<file path="config.mk">
export PLATFORM = sky130hd
export DESIGN_NAME = div_unit
export DESIGN_NICKNAME = d
export VERILOG_FILES = /design/src/rtl/div_unit_pkg.sv /design/src/rtl/div_unit_step.sv /design/src/rtl/div_unit.sv
export SDC_FILE = /design/constraint.sdc
export NUM_CORES = 1
export LEC_CHECK = 0
export BUFFER_PORTS_ARGS = -buffer_cell sky130_fd_sc_hd__buf_2
export CORE_ASPECT_RATIO = 1.5
export CORE_MARGIN = 2
export CORE_UTILIZATION = 35
export CTS_CLUSTER_SIZE = 14
export DETAILED_ROUTE_END_ITERATION = 10
export HOLD_SLACK_MARGIN = 0.06
export SYNTH_ARGS = -nofsm -noshare
export SYNTH_HDL_FRONTEND = slang
export SYNTH_SLANG_ARGS = --single-unit
</file>
<file path="constraint.sdc">
create_clock -name clk -period 7.3 [get_ports clk]
set_input_delay 0.73 -clock clk [delete_from_list [all_inputs] [get_ports clk]]
set_output_delay 0.73 -clock clk [all_outputs]
set_load 0.005 [all_outputs]
</file>
<file path="src/rtl/div_unit_pkg.sv">
// div_unit_pkg: shared state codes, handshake levels and bus widths for the divider
package div_unit_pkg;
   localparam logic [1:0] DIV_FREE    = 2'b00;
   localparam logic [1:0] DIV_BY_ZERO = 2'b01;
   localparam logic [1:0] DIV_ON      = 2'b10;
   localparam logic [1:0] DIV_END     = 2'b11;
   localparam logic DIV_RESULT_READY     = 1'b1;
   localparam logic DIV_RESULT_NOT_READY = 1'b0;
   localparam logic DIV_START = 1'b1;
   localparam int REG_BUS = 32;
endpackage

</file>
<file path="src/rtl/div_unit_step.sv">
// div_unit_step: one combinational restoring-division iteration
module div_unit_step #(
   parameter int WIDTH = 32
) (
   input  logic [WIDTH-1:0] rem_i,
   input  logic [WIDTH-1:0] dsr_i,
   input  logic             bit_i,
   output logic [WIDTH-1:0] rem_o,
   output logic             q_o
);
   logic [WIDTH:0] sh;
   // shifted remainder is WIDTH+1 bits wide so the compare never drops the top carry
   always_comb begin
      sh    = {rem_i, bit_i};
      q_o   = sh >= {1'b0, dsr_i};
      rem_o = sh[WIDTH-1:0] - (q_o ? dsr_i : '0);
   end
endmodule

</file>
<file path="src/rtl/div_unit.sv">
// div_unit: iterative radix-2 restoring divider for DIV/DIVU, result {remainder, quotient}
module div_unit
   import div_unit_pkg::*;
#(
   parameter int WIDTH = REG_BUS
) (
   input  logic               clk,
   input  logic               rst,
   input  logic               signed_div_i,
   input  logic [WIDTH-1:0]   opdata1_i,
   input  logic [WIDTH-1:0]   opdata2_i,
   input  logic               start_i,
   input  logic               annul_i,
   output logic [2*WIDTH-1:0] result_o,
   output logic               ready_o
);
   localparam int CW = $clog2(WIDTH) + 1;
   logic [1:0]         state_q, state_d;
   logic [CW-1:0]      cnt_q, cnt_d;
   logic [WIDTH-1:0]   rem_q, rem_d, dvd_q, dvd_d, dsr_q, dsr_d;
   logic               qneg_q, qneg_d, rneg_q, rneg_d, ready_q, ready_d;
   logic [2*WIDTH-1:0] result_q, result_d;
   logic [WIDTH-1:0]   step_rem, quo, abs1, abs2;
   logic               qbit, last;
   div_unit_step #(.WIDTH(WIDTH)) u_step (
      .rem_i (rem_q),
      .dsr_i (dsr_q),
      .bit_i (dvd_q[WIDTH-1]),
      .rem_o (step_rem),
      .q_o   (qbit)
   );
   // operand magnitudes, the quotient after this step, and the final-iteration flag
   always_comb begin
      abs1 = (signed_div_i && opdata1_i[WIDTH-1]) ? -opdata1_i : opdata1_i;
      abs2 = (signed_div_i && opdata2_i[WIDTH-1]) ? -opdata2_i : opdata2_i;
      quo  = {dvd_q[WIDTH-2:0], qbit};
      last = cnt_q == CW'(WIDTH - 1);
   end
   // divider FSM: accept, iterate, sign-fix and hold the result until start drops
   always_comb begin
      state_d  = state_q;
      cnt_d    = cnt_q;
      rem_d    = rem_q;
      dvd_d    = dvd_q;
      dsr_d    = dsr_q;
      qneg_d   = qneg_q;
      rneg_d   = rneg_q;
      ready_d  = DIV_RESULT_NOT_READY;
      result_d = result_q;
      case (state_q)
         DIV_FREE: begin
            result_d = '0;
            if (start_i == DIV_START && !annul_i) begin
               state_d = (opdata2_i == '0) ? DIV_BY_ZERO : DIV_ON;
               cnt_d   = '0;
               rem_d   = '0;
               dvd_d   = abs1;
               dsr_d   = abs2;
               qneg_d  = signed_div_i & (opdata1_i[WIDTH-1] ^ opdata2_i[WIDTH-1]);
               rneg_d  = signed_div_i & opdata1_i[WIDTH-1];
            end
         end
         DIV_BY_ZERO: begin
            state_d  = annul_i ? DIV_FREE : DIV_END;
            result_d = '0;
         end
         DIV_ON: begin
            if (annul_i) begin
               state_d = DIV_FREE;
            end else begin
               rem_d = step_rem;
               dvd_d = quo;
               cnt_d = cnt_q + CW'(1);
               if (last) begin
                  state_d  = DIV_END;
                  ready_d  = DIV_RESULT_READY;
                  result_d = {rneg_q ? -step_rem : step_rem, qneg_q ? -quo : quo};
               end
            end
         end
         default: begin
            ready_d  = start_i;
            state_d  = start_i ? DIV_END : DIV_FREE;
            result_d = start_i ? result_q : '0;
         end
      endcase
   end
   // state registers with synchronous reset overriding every input
   always_ff @(posedge clk) begin
      if (rst) begin
         state_q  <= DIV_FREE;
         cnt_q    <= '0;
         rem_q    <= '0;
         dvd_q    <= '0;
         dsr_q    <= '0;
         qneg_q   <= 1'b0;
         rneg_q   <= 1'b0;
         ready_q  <= DIV_RESULT_NOT_READY;
         result_q <= '0;
      end else begin
         state_q  <= state_d;
         cnt_q    <= cnt_d;
         rem_q    <= rem_d;
         dvd_q    <= dvd_d;
         dsr_q    <= dsr_d;
         qneg_q   <= qneg_d;
         rneg_q   <= rneg_d;
         ready_q  <= ready_d;
         result_q <= result_d;
      end
   end
   assign result_o = result_q;
   assign ready_o  = ready_q;
endmodule

</file>
==> metrics.yaml, run 1 <==
status: "finished clean"
rsz0062_at_grt: "false"
synthesis.nets: 1689
layout.nets: 1767
synth_top_family_by_area: "compound AO/OA/AOI/OAI gates"
rows: 82
fin_setup_tns_ns: 0
path_max_fanout: 22
ant_nets: 0
die_x_um: 153.7
initial_core_util: 0.3537
required_ns: 7.62
num-fill-cells: 3517
crit_path_start_kind: "flip-flop"
antenna_found_initial: 0
wl_per_cell_um: 18.63
ys_seq_area_frac: 0.2911
cts.sink_count: 171
cts_tree: "yes"
regArea_sq_mm: 0.003423
synthDistinctLibCells: 76
async_flop_share: 0
hold_class: "reg -> reg"
slew_violations: 0
clk_pin_slew_ns: 0.08
antenna_cells: 0
synth_compound_area_frac: 0.2543
dieArea_sq_mm: 0.03511
synthAdderAreaFrac: 0.07831
maxCapViolCount: 0
post_cts.repair.setup_buffers: 0
drive_gt1_frac: 0.1313
vias: 11460
hold_ws_ns: 0.4490
syn-cell-area_sq_mm: 0.01176
io_buffer_count: 133
h-tree-depth: 4
cts-root-buf: "clkbuf_16"
end_kind: "flip-flop"
dpl.hpwl_um: 29220
gr-usage-all-layers: 0.2166
cts_made_buffers: 17
finalCritPeriodShare: 0.9038
drt_iter0_drc: 676
grt_pass1_wl_um: 60640
worstPathArrival_ns: 6.92
critPathKind: "reg -> reg"
yosys_register_bits: 171
syn_inst: 1547
worst_pin_slew_ns: 1.103
fmax_mhz: 151.6
overflow: 0
postCtsHoldBufs: 0
worstSkewPairLatency_ns: 0.47
vias_per_cell: 5.569
drt-pass1-iter-count: 5
finalCriticalPeriod_ns: 6.598
die-height_um: 228.5
cts_buffer_depth: 2
synth_edf_count: 0
synth.avg_cell_area_sq_um: 7.601
route.final.wire_length_um: 38350
yosys_warnings: 0
cts_resized: 0
core_area_sq_mm: 0.03324
grt_max_degree: 76
multi_input_area_sq_mm: 0.007790
syn2layout_area_growth_pct: 13.40
finalHoldViolations: 0
grt_pass1_vias: 11300
place.gp.congestion: 0.9337
finalClockSkew_ns: 0.01352
ys.flop_type: "dfxtp_1"
ioPinCount: 134
max-slew-margin-rel: 0.2630
synth_mux_area_frac: 0.007661
finalSetupViolations: 0
synthXorXnorAreaFrac: 0.1020
post-route-drc-count: 0
yosys.area_share.simple: 0.2171
-- through the flow --
stage	util	instance area, sq um	setup slack [ns]	instances
after global routing	0.4011	13330	0.4306	2058
final	0.4011	13330	0.7022	2058
after global placement	0.3831	12730	0.8736	2026
after CTS	0.4011	13330	0.8073	2058
after detailed placement	0.3831	12730	0.8345	2026
after floorplan	-	11760	2.512	1547
-- sequential cells by signal, indices dropped and copies added, names as in the netlist --
name and cells:
dsr_q 32, rem_q 32, qneg_q 1, ready_o 1, state_q 2, cnt_q 6, dvd_q 32, result_o 64
rneg_q 1
-- worst paths after layout --
path | startpoint | end | slack, ns | cells after the start
setup reg to reg | dsr_q[31]$_SDFFE_PP0P_ | result_o[59]$_SDFFE_PP0P_ | 0.70 | 18
hold / removal | result_o[55]$_SDFFE_PP0P_ | result_o[55]$_SDFFE_PP0P_ | 0.45 | 2
hold reg to reg | result_o[55]$_SDFFE_PP0P_ | result_o[55]$_SDFFE_PP0P_ | 0.45 | 2
setup / recovery | dsr_q[31]$_SDFFE_PP0P_ | result_o[59]$_SDFFE_PP0P_ | 0.70 | 18
-- cell usage after synthesis, types with 4 or more instances --
master    instances  area, sq um
nand2_1         220        825.8
dfxtp_1         171         3423
nor2_1          169        634.4
a21oi_1         106        530.5
o21ai_0         103        515.5
clkbuf_1         74        277.8
ha_1             72        900.9
xor2_1           70        613.1
xnor2_1          67        586.8
a22oi_1          64        480.5
inv_1            57        214.0
nor3_1           37        185.2
a211oi_1         31        232.7
o31ai_1          23        172.7
nand3_1          22        110.1
o21ai_1          22        110.1
nand4_1          17        106.4
or3_1            16        100.1
or4_1            16        120.1
and2_1           14        87.58
nor4_1           11        68.82
o211ai_1         11        82.58
o41ai_1          11        96.34
a21o_1           10        75.07
mux2i_1           9        90.09
a311oi_1          8        70.07
a31oi_1           7        43.79
buf_1             7        26.28
nand2b_1          7        43.79
o21a_1            7        52.55
a21boi_0          5        37.54
nand4b_1          5        43.79
and3_1            4        25.02
nor2b_1           4        25.02
o41ai_2           4        65.06
or2_2             4        25.02
-- cells in the final DEF (no fill, tap or decap), types with 8 or more instances in the layout --
cell type	count
nand2_1	220
dfxtp_1	171
nor2_1	167
buf_2	132
a21oi_1	105
o21ai_0	102
ha_1	71
xor2_1	70
xnor2_1	67
a22oi_1	64
inv_1	57
nor3_1	35
a211oi_1	31
o31ai_1	23
nand3_1	22
o21ai_1	22
nand4_1	17
clkbuf_16	17
or4_1	16
or3_1	16
buf_4	15
and2_1	14
nor4_1	11
o211ai_1	11
o41ai_1	11
a21o_1	10
mux2i_1	9
a311oi_1	8
-- kinds of logic (layout without fill, tap and decap cells) --
group	count (synthesis)	in the layout
compound gates	451	451
xor+xnor	137	137
fa+ha+maj	73	73
buf+inv	147	238
flops	171	171
mux	9	9
simple gates	559	559
-- critical path, stage by stage, from the launching register on --
cell and delay (ns):
dfxtp_1 0.35, inv_1 0.05, ha_1 0.29, nand4b_1 0.21, nor4_1 0.90, o211ai_1 0.23
o21bai_2 0.54, buf_4 0.42, nand2_1 0.10, ha_1 0.50, nand2_1 0.21, or3_1 0.44
a21oi_1 0.47, o21ai_0 0.29, a2111oi_4 0.50, nand4_1 0.33, o41a_1 0.41, xnor2_1 0.14
o21ai_1 0.07
-- layer usage --
layer  vias up  wire, um  global-route usage
li1       5684         -                   -
met1      5370     15020              0.2388
met2       319     19400              0.3864
met3        87      1742             0.03622
met4         0      2182              0.1293
met5         -         0                   0
-- area by class of cell --
cell class	count	share of cell area
Sequential cell	171	0.2567
Clock inverter	15	0.01314
Timing Repair Buffer	147	0.05799
Multi-Input combinational cell	1229	0.5842
Inverter	59	0.01661
Tap cell	420	0.03941
Clock buffer	17	0.03190
Power of run 1 is not shown: default switching activity piles up to over one toggle a cycle in this logic, so the estimate is an artifact.
==> run 2, diff against run 1 <==
--- a/config.mk
+++ b/config.mk
@@ -12,6 +12,7 @@
 export CTS_CLUSTER_SIZE = 14
 export DETAILED_ROUTE_END_ITERATION = 10
 export HOLD_SLACK_MARGIN = 0.06
+export RECOVER_POWER = 25
 export SYNTH_ARGS = -nofsm -noshare
 export SYNTH_HDL_FRONTEND = slang
 export SYNTH_SLANG_ARGS = --single-unit
==> run 2 against run 1 <==
  * Sequential share of layout area up 0.11 points
  * Clock-buffer cell count unchanged
  * Non-clock buffer count unchanged
  * Hold slack better by 0.0029 ns
  * Global-route usage unchanged
  * Final cell count unchanged
  * Flip-flop and latch count unchanged
  * Via count down 0.27%
  * Largest cell class unchanged
  * Critical endpoint unchanged
  * Critical path depth unchanged
  * Wire length about the same
  * First-iteration DRC count up 1.3%
  * Setup slack better by 0.012 ns
==> metrics.yaml, run 2 (synthesized netlist as in run 1, its figures left out) <==
finalCritPeriodShare: 0.9022
initial_core_util: 0.3537
r2r_setup_slack_ns: 0.71
vias_per_cell: 5.553
busiest_layer: "met2"
required_ns: 7.62
crit_path_start_kind: "flip-flop"
gr-usage-all-layers: 0.2166
slew_violations: 0
grt_max_degree: 76
drt-pass1-iter-count: 5
wl_per_cell_um: 18.62
grt_pass1_wl_um: 60640
dpl.hpwl_um: 29220
worstSkewPairLatency_ns: 0.47
drt_iter0_drc: 685
io_buffer_count: 133
cts_tree: "yes"
antenna_cells: 0
finalHoldViolations: 0
maxCapViolCount: 0
met2_usage: 0.3864
die_x_um: 153.7
place.gp.congestion: 0.9337
grtUsageMet1: 0.2388
cts.sink_count: 171
layout_common_cells: "nand2_1 (220), dfxtp_1 (171), nor2_1 (167)"
critPathKind: "reg -> reg"
met3_usage: 0.03622
grt_pass1_vias: 11300
finalCriticalPeriod_ns: 6.586
layout.nets: 1767
max-slew-margin-rel: 0.2741
postCtsHoldBufs: 0
syn2layout_area_growth_pct: 12.93
clk_pin_slew_ns: 0.08
post_cts.repair.setup_buffers: 0
post-route-drc-count: 0
fin_setup_tns_ns: 0
hold_class: "reg -> reg"
cts_made_buffers: 17
worstPathArrival_ns: 6.91
end_kind: "flip-flop"
cts-root-buf: "clkbuf_16"
route.final.wire_length_um: 38330
status: "finished clean"
rows: 82
dieArea_sq_mm: 0.03511
antenna_found_initial: 0
cts_resized: 0
path_max_fanout: 22
overflow: 0
drive_gt1_frac: 0.1044
core_area_sq_mm: 0.03324
finalSetupViolations: 0
largest_reg_flops: 64
ant_nets: 0
h-tree-depth: 4
cts_buffer_depth: 2
vias: 11430
fmax_mhz: 151.8
finalClockSkew_ns: 0.01371
fin_util: 0.3995
ioPinCount: 134
die-height_um: 228.5
rsz0062_at_grt: "false"
mostFrequentLayoutCell: "nand2_1"
worst_pin_slew_ns: 1.086
## run 2: cell count changes in the layout (fill, tap and decap cells not counted), sizes merged
cell	change
buf	-43
clkbuf	+43
## run 2: layer usage
metal	vias up	share of wire
met5	-	0
met3	88	0.044
li1	5684	-
met4	0	0.057
met1	5362	0.39
met2	295	0.51
## run 2: worst max-delay path, cell delays in order, from the launching register on
cell and delay [ns]:
dfxtp_1 0.35, inv_1 0.05, ha_1 0.29, nand4b_1 0.21, nor4_1 0.91, o211ai_1 0.23, o21bai_2 0.54, buf_4 0.42
nand2_1 0.10, ha_1 0.50, nand2_1 0.21, or3_1 0.44, a21oi_1 0.47, o21ai_0 0.29, a2111oi_4 0.49, nand4_1 0.33
o41a_1 0.41, xnor2_1 0.14, o21ai_1 0.07
## run 2: worst paths after layout
path                             start                         to  cells after the start
max reg2reg     dsr_q[31]$_SDFFE_PP0P_  result_o[59]$_SDFFE_PP0P_                     18
min reg2reg  result_o[55]$_SDFFE_PP0P_  result_o[55]$_SDFFE_PP0P_                      2
max             dsr_q[31]$_SDFFE_PP0P_  result_o[59]$_SDFFE_PP0P_                     18
min          result_o[55]$_SDFFE_PP0P_  result_o[55]$_SDFFE_PP0P_                      2
## run 2: stage by stage
| step | worst slack [ns] | instances | hold WS [ns] | cell area [sq um] |
|---|---|---|---|---|
| 3_5_place_dp | 0.8345 | 2026 | 0.4426 | 12730 |
| 5_1_grt | 0.4306 | 2058 | 0.4758 | 13280 |
| 2_1_floorplan | 2.512 | 1547 | 0.4419 | 11760 |
| 6_report | 0.7143 | 2058 | 0.4519 | 13280 |
| 3_3_place_gp | 0.8736 | 2026 | 0.4344 | 12730 |
| 4_1_cts | 0.8073 | 2058 | 0.4585 | 13330 |
## run 2: area by class of cell
class,count,area [sq um]
multi-input combinational,1229,7790
sequential,171,3423
clock inverter,15,175.2
clock buffer,17,425.4
tap,420,525.5
fill,3544,19960
timing repair buffer,147,718.2
inverter,59,221.5
Power of run 2 is left out for the same reason.
